===== config.mk =====
export PLATFORM = sky130hd
export DESIGN_NAME = spike_aer_fifo
export DESIGN_NICKNAME = d
export VERILOG_FILES = /design/src/rtl/spike_aer_fifo.sv
export SDC_FILE = /design/constraint.sdc
export NUM_CORES = 2
export LEC_CHECK = 0
export ABC_CLOCK_PERIOD_IN_PS = 3700
export CAP_MARGIN = 10
export CELL_PAD_IN_SITES_DETAIL_PLACEMENT = 1
export CELL_PAD_IN_SITES_GLOBAL_PLACEMENT = 1
export CORE_ASPECT_RATIO = 1.5
export CORE_MARGIN = 3
export CORE_UTILIZATION = 40
export CTS_BUF_LIST = sky130_fd_sc_hd__clkbuf_4 sky130_fd_sc_hd__clkbuf_8 sky130_fd_sc_hd__clkbuf_16
export CTS_CLUSTER_DIAMETER = 50
export DETAILED_ROUTE_END_ITERATION = 8
export PLACE_DENSITY = 0.58
export RECOVER_POWER = 100
export SLEW_MARGIN = 5
export SYNTH_ARGS = -nofsm -noshare
export SYNTH_HDL_FRONTEND = slang
export SYNTH_SLANG_ARGS = --single-unit
export TNS_END_PERCENT = 5

===== constraint.sdc =====
create_clock -name clk -period 3.7 [get_ports clk]
set_input_delay 0.555 -clock clk [delete_from_list [all_inputs] [get_ports clk]]
set_output_delay 0.555 -clock clk [all_outputs]
set_load 0.02 [all_outputs]

===== src/rtl/spike_aer_fifo.sv =====
// rtl/spike_aer_fifo.sv - timestep-tagged spike FIFO draining to an AER valid/ready link
module spike_aer_fifo #(
    parameter int ADDR_WIDTH = 14,
    parameter int TS_WIDTH   = 16,
    parameter int FIFO_DEPTH = 64,
    parameter int PTR_WIDTH  = 6,
    parameter int OVF_WIDTH  = 16
) (
    input  logic                  clk,
    input  logic                  rst_n,
    input  logic                  i_spike_fifo_wr_en,
    input  logic [ADDR_WIDTH-1:0] i_spike_fifo_wr_addr,
    input  logic                  i_processing_done,
    output logic                  o_aer_valid,
    input  logic                  i_aer_ready,
    output logic [ADDR_WIDTH-1:0] o_aer_addr,
    output logic [TS_WIDTH-1:0]   o_aer_timestep,
    output logic [PTR_WIDTH:0]    o_fifo_count,
    output logic                  o_fifo_full,
    output logic                  o_fifo_empty,
    output logic [TS_WIDTH-1:0]   o_timestep,
    output logic                  o_overflow,
    output logic [OVF_WIDTH-1:0]  o_overflow_cnt,
    input  logic                  i_clear_overflow
);

    localparam int ENTRY_W = ADDR_WIDTH + TS_WIDTH;
    localparam logic [PTR_WIDTH:0] DEPTH_C = (PTR_WIDTH + 1)'(FIFO_DEPTH);
    localparam logic [PTR_WIDTH:0] ONE_C   = (PTR_WIDTH + 1)'(1);

    typedef enum logic {S_EMPTY, S_HOLD} state_t;

    state_t                 state_q, state_d;
    logic [ENTRY_W-1:0]     mem [FIFO_DEPTH];
    logic [PTR_WIDTH-1:0]   wptr_q, rptr_q;
    logic [PTR_WIDTH:0]     count_q, count_d;
    logic [TS_WIDTH-1:0]    ts_q;
    logic [ENTRY_W-1:0]     head_q, head_d;
    logic                   ovf_q, ovf_d;
    logic [OVF_WIDTH-1:0]   ovf_cnt_q, ovf_cnt_d;

    logic                   full;
    logic                   push_ok;
    logic                   drop;
    logic                   pop;
    logic [ENTRY_W-1:0]     wr_entry;
    logic [ENTRY_W-1:0]     next_rd;

    // The count covers the head slot, so the head is a registered copy of mem[rptr].
    assign full     = (count_q == DEPTH_C);
    assign push_ok  = i_spike_fifo_wr_en && !full;
    assign drop     = i_spike_fifo_wr_en && full;
    assign pop      = (state_q == S_HOLD) && i_aer_ready;
    assign wr_entry = {i_spike_fifo_wr_addr, ts_q};
    assign next_rd  = mem[rptr_q + PTR_WIDTH'(1)];

    // Occupancy moves by at most one per cycle; push+pop cancel.
    always_comb begin
        count_d = count_q;
        if (push_ok && !pop) begin
            count_d = count_q + ONE_C;
        end else if (!push_ok && pop) begin
            count_d = count_q - ONE_C;
        end
    end

    // Head slot FSM: refill from the buffer, or bypass a push when the buffer has nothing behind the head.
    always_comb begin
        state_d = state_q;
        head_d  = head_q;
        case (state_q)
            S_EMPTY: begin
                if (push_ok) begin
                    state_d = S_HOLD;
                    head_d  = wr_entry;
                end
            end
            S_HOLD: begin
                if (pop) begin
                    if (count_q > ONE_C) begin
                        head_d = next_rd;
                    end else if (push_ok) begin
                        head_d = wr_entry;
                    end else begin
                        state_d = S_EMPTY;
                    end
                end
            end
            default: state_d = S_EMPTY;
        endcase
    end

    // Drop accounting; a drop in the same cycle as a clear survives as the first count.
    always_comb begin
        ovf_d     = ovf_q;
        ovf_cnt_d = ovf_cnt_q;
        if (i_clear_overflow) begin
            ovf_d     = drop;
            ovf_cnt_d = drop ? OVF_WIDTH'(1) : '0;
        end else if (drop) begin
            ovf_d = 1'b1;
            if (ovf_cnt_q != '1) begin
                ovf_cnt_d = ovf_cnt_q + OVF_WIDTH'(1);
            end
        end
    end

    // Buffer storage is not reset; the pointers and count define what is valid.
    always_ff @(posedge clk) begin
        if (push_ok) begin
            mem[wptr_q] <= wr_entry;
        end
    end

    // Control state registers.
    always_ff @(posedge clk or negedge rst_n) begin
        if (!rst_n) begin
            state_q   <= S_EMPTY;
            wptr_q    <= '0;
            rptr_q    <= '0;
            count_q   <= '0;
            ts_q      <= '0;
            head_q    <= '0;
            ovf_q     <= 1'b0;
            ovf_cnt_q <= '0;
        end else begin
            state_q   <= state_d;
            count_q   <= count_d;
            head_q    <= head_d;
            ovf_q     <= ovf_d;
            ovf_cnt_q <= ovf_cnt_d;
            if (push_ok) begin
                wptr_q <= wptr_q + PTR_WIDTH'(1);
            end
            if (pop) begin
                rptr_q <= rptr_q + PTR_WIDTH'(1);
            end
            if (i_processing_done) begin
                ts_q <= ts_q + TS_WIDTH'(1);
            end
        end
    end

    assign o_aer_valid    = (state_q == S_HOLD);
    assign o_aer_addr     = head_q[ENTRY_W-1:TS_WIDTH];
    assign o_aer_timestep = head_q[TS_WIDTH-1:0];
    assign o_fifo_count   = count_q;
    assign o_fifo_full    = full;
    assign o_fifo_empty   = (count_q == '0);
    assign o_timestep     = ts_q;
    assign o_overflow     = ovf_q;
    assign o_overflow_cnt = ovf_cnt_q;

endmodule


Word level (Yosys, flattened, before mapping)
Memories as Yosys holds them, arrays and structs flattened.
Cells that the tools add are included.

cells by class
  reductions and logical operators = 13
  $lt $le $gt $ge = 1
  add/sub/neg operators = 6
  muxes and demuxes = 17
  bitwise operators = 1
  equality and inequality tests = 3

operators by type and width
  kind                     number
  $mux W30                 3
  $pmux W30 S2             1
  $mux W16                 3
  $add A16 B1 Y16 const B  2
  $ne A16 B16 Y1 const B   1
  $mux W7                  2
  $add A6 B1 Y6 const B    2
  $add A7 B1 Y7 const B    1
  $eq A7 B7 Y1 const B     1
  $gt A7 B1 Y1 const B     1
  $logic_not A7 Y1         1
  $mux W1                  7
  $sub A7 B1 Y7 const B    1
  $reduce_bool A2 Y1       3
  $logic_and A1 B1 Y1      5
  $logic_not A1 Y1         3
  $ne A2 B1 Y1 const B     1
  $pmux W1 S2              1
  $reduce_and A2 Y1        1
  $not A1 Y1               1

word-level totals
  memories kept = 1
  bits of input ports = 20
  output and inout bits = 73
  register bits after elaboration = 83
  memory bits (writable) = 1920
  logic and storage cells = 50

memory list
  name  words  bits a word  rd ports  clocked after memory_dff  wr ports  RTL line  text
  mem   64     30           1         0                         1         34        logic [ENTRY_W-1:0] mem [FIFO_DEPTH];

Depth between registers and ports, before layout
  depth in word-level cells = 7
  mapped depth = 10
  mapped depth without buffers = 8

Worst setup path before layout
Ideal clock, no wire load.

  kind = reg-to-reg
  from = register count_q[0], in the netlist o_fifo_count[0]
  to = memory mem[62][0] (netlist name) (enable)
  buffers on the path = 1
  arrival = 3.101 ns
  setup time = 0.417 ns
  data required time = 3.283 ns
  path slack = 0.182 ns
  clock period less this slack = 3.518 ns
  cell stages (with the launch flop) = 7
  path through = dfrtp_1 inv_1 ha_1 a31oi_1 clkbuf_1 nand4b_1 nor2_1

on the way
  cells in the longest elaborated chain, start to end = 5

RTL lines
  element                        RTL line  text
  start: declaration             36        logic [PTR_WIDTH:0] count_q, count_d;
  start signal: assignment       128       count_q <= count_d;
  $eq A7 B7 Y1                   50        assign full = (count_q == DEPTH_C);
  $logic_not A1 Y1               51        assign push_ok = i_spike_fifo_wr_en && !full;
  $logic_and A1 B1 Y1            51
  via push_ok                    43        logic push_ok;
  $mux W1                        110       if (push_ok) begin
  $mux W1 (not written as such)  111       mem[wptr_q] <= wr_entry;
  end: declaration               34

The timed path passes the listed nets, and every way through them passes these cells.

Worst setup path after layout
  from = register count_q[0], in the netlist o_fifo_count[0]
  to = memory mem[44][28] (netlist name) (enable)

on the way
  cells in the longest elaborated chain, start to end = 5

RTL lines
  element                        RTL line
  $eq A7 B7 Y1                   50
  $logic_not A1 Y1               51
  $logic_and A1 B1 Y1            51
  $mux W1                        110
  $mux W1 (not written as such)  111

No other way between the ends.

==> results.cfg <==
[outcome]
status = complete, but fails checks
violations = capacitance limit, slew limit

[finish]
drive_gt1_frac = 0.260
fin_util = 0.465
area_delta_synth_final_pct = 15.3
multi_input_area_um2 = 17200
fillCellCount = 17600
regArea_um2 = 59700
fin_cells = 6814
final_area_um2 = 89500
layout.nets = 4103

[worst_setup_path]
cp-start-kind = flip-flop
timing.rr.end = mem[44][28]
worstSetupEndpointType = flip-flop
worst-r2r-cell-count = 7
required_ns = 4.16
critical_path_class = reg -> reg
cp.arrival_ns = 4.09
cp_top_family = buffers and inverters
startpoint = o_fifo_count[0]
worst_path_max_delay_cell = a31oi_1
cp_max_fo = 30
max_stage_delay_ns = 0.71
path_cells = inv_1, ha_1, a31oi_1, nand3_1, clkbuf_1, nor2_4, buf_4
path_depth = 7
reg2reg_setup_slack_ns = 0.06
r2r-start = o_fifo_count[0]
path_buf_inv = 3

[clocking]
htreeDepth = 4
clkLatencyLatePin_ns = 0.85
clk_pin_slew_worst_paths_ns = 0.06
cts_resized = 0
numCtsBuffers = 194
cts_root_buffer = clkbuf_16
cts_tree = done
clk_path_buf_depth = 4
clock-sinks = 2003

[floorplan]
core-area_um2 = 193000
fp.dieW_um = 366
die_y_um = 546
dieArea_um2 = 200000
rows = 197
io_pins = 93
initial_core_util = 0.403

[sta]
setup-tns-final_ns = 0
fin_hold_ws_ns = 0.431
setup_viol = 0
slew_violations = 1223
skew_ns = 0.0411
fin_crit_sh = 0.983
max_freq_mhz = 275
tightestPinTransition_ns = 2.81
hold_violations = 0
slew_headroom = -0.877
rsz0062_at_grt = no
period_minus_slack_ns = 3.64

[route]
vias = 39100
wl_per_cell_um = 33.9
ant_nets = 0
viasPerCell = 5.74
dr.first_iter.drc_count = 3654
firstDrtPassIters = 8
drc = 0
wirelength_um = 231000

[placement]
gp_congestion = 0.779
dp_hpwl_um = 133000
placed_area_um2 = 84400
dp.cells = 6463
io_buffer_count = 92

[hold_path]
holdPathStages = 3
worstHoldStart = i_aer_ready
min_to = rptr_q[2]
min_path_type = in -> reg

[run]
drv_cap = 25

[global_route]
grt_overflow = 0
grt_max_degree = 81
grt_pass1_vias = 41500
grt_pass1_wl_um = 325000
track_usage = 0.231
antenna_found_initial = 15

[synthesis]
synthAdderAreaFrac = 0.00129
syn_inst = 3744
yosysTopAreaCell = edfxtp_1
ys_seq_elements = 2003
synth_top_area_share = 0.743
yosysWarningCount = 0
syn_nets = 3772
synth_cell_types = 51
synth-xor-area-share = 0.00577
syn_area_per_cell_um2 = 20.7
synth.area.mux_share = 0.152
ys.flop_type = edfxtp_1
ys_seq_area_frac = 0.769
synth-edff-count = 1920
ys_top_cells_by_area = edfxtp_1 74%, mux4_2 14%, dfrtp_1 2.7%, nand2_1 1.7%, mux2i_1 1.1%
synth_compound_area_frac = 0.0224
syn-cell-area_um2 = 77600
ys_async_sr_fraction = 0.0414
synth_top_family_by_area = multiplexers
synth-simple-area-share = 0.0350

[pwr]
leakage_nw = 29.0
powerDensity_nw_per_um2 = 843
vdd_drop_max_v = 0.000776
## power by group
part	internal, mW	switching [mW]
clock network	11.2	8.44
logic	10.6	17.6
registers	26.6	0.981
total	48.4	27.0
## registers in the layout (all words and copies together) (netlist names)
name and count:
wptr_q 6, mem 1920, rptr_q 6, o_fifo_count 7
head_q 30, o_overflow_cnt 16, o_aer_valid 1, o_timestep 16
o_overflow 1
## per-layer routing
layer  GRT usage  vias to the layer above  routed length (µm)  part of all wire
met5           0                        -                  11          0.000048
met4      0.0882                        2                9660             0.042
met3      0.0276                      331               11400             0.049
met2       0.418                     1190              123000              0.53
met1       0.283                    21600               87100              0.38
li1            -                    16000                   -                 -
## metrics by stage
step | power, mW | worst slack, ns
after global routing | 78.4 | 0.00134
final | 75.4 | 0.0627
after floorplan | 44.0 | 0.182
after CTS | 76.9 | 0.0772
after detailed placement | 57.3 | 0.0737
after global placement | 57.1 | 0.119
## worst register-to-register path: stages (launching register included)
cell      delay [ns]
dfrtp_1         0.51
inv_1           0.08
ha_1            0.32
a31oi_1         0.71
nand3_1         0.59
clkbuf_1        0.36
nor2_4          0.12
buf_4           0.53
## cells in the final DEF (no fill, tap or decap), drive strengths merged, types with 9 or more instances in the layout
cell,instances
nor2,91
o21ai,11
a21oi,96
edfxtp,1920
and3,12
a31oi,31
mux4,482
a32oi,31
dlygate4sd3,75
o22ai,30
dfrtp,83
nor4,9
o211ai,30
mux2i,89
a211oi,31
nor3,40
and2,32
clkinv,62
inv,17
bufinv,13
xor2,14
buf,145
nand2,353
clkbuf,382
xnor2,35
nand4,9
nand3,46
## how the worst max path moves through the flow
stage                   to  slack (ns)
5_1_grt         head_q[23]       0.001
2_1_floorplan   mem[62][0]        0.18
4_1_cts         head_q[29]        0.08
3_5_place_dp    head_q[29]        0.07
6_report       mem[44][28]        0.06
3_3_place_gp    head_q[29]        0.12
## repair_timing
action | in CTS | in global routing
hold endpoints to repair | 51 | 0
hold buffers | 2 | 0
setup buffers | 0 | 0
## logic make-up after synthesis
logic type | Yosys count
muxes | 574
and+or+nand+nor | 612
buffers and inverters | 229
AOI/OAI and AO/OA | 269
adders and majority gates | 8
xor gates and xnor gates | 49
DFF | 2003
## cell usage after synthesis, types with 2 or more instances
library cell / number
nand3_1: 46
or2_2: 2
xnor2_1: 34
o21ai_0: 11
mux2_2: 3
nand4b_1: 2
xor2_1: 14
nand2b_1: 3
a21oi_1: 96
o22ai_1: 30
inv_1: 12
nand2_1: 353
buf_6: 4
ha_1: 8
a211oi_1: 31
a32oi_1: 31
nor4_2: 5
nor4_1: 3
mux2i_1: 89
nor2_1: 91
and2_1: 32
nand4_1: 7
dfrtp_1: 83
nor3_1: 39
edfxtp_1: 1920
mux4_2: 482
and3_1: 12
buf_4: 33
nand4_4: 2
clkbuf_1: 80
o211ai_1: 30
or3_1: 3
buf_1: 19
buf_2: 81
a31oi_1: 31
nand3b_1: 7
## area by class of cell
class | instances | area share
inverter | 12 | 0.000503
tap | 2587 | 0.0362
timing repair buffer | 352 | 0.0340
antenna | 7 | 0.000196
clock buffer | 254 | 0.0606
clock inverter | 87 | 0.00892
sequential | 2003 | 0.668
multi-input combinational | 1512 | 0.192
Power figures use the tool's default switching activity.
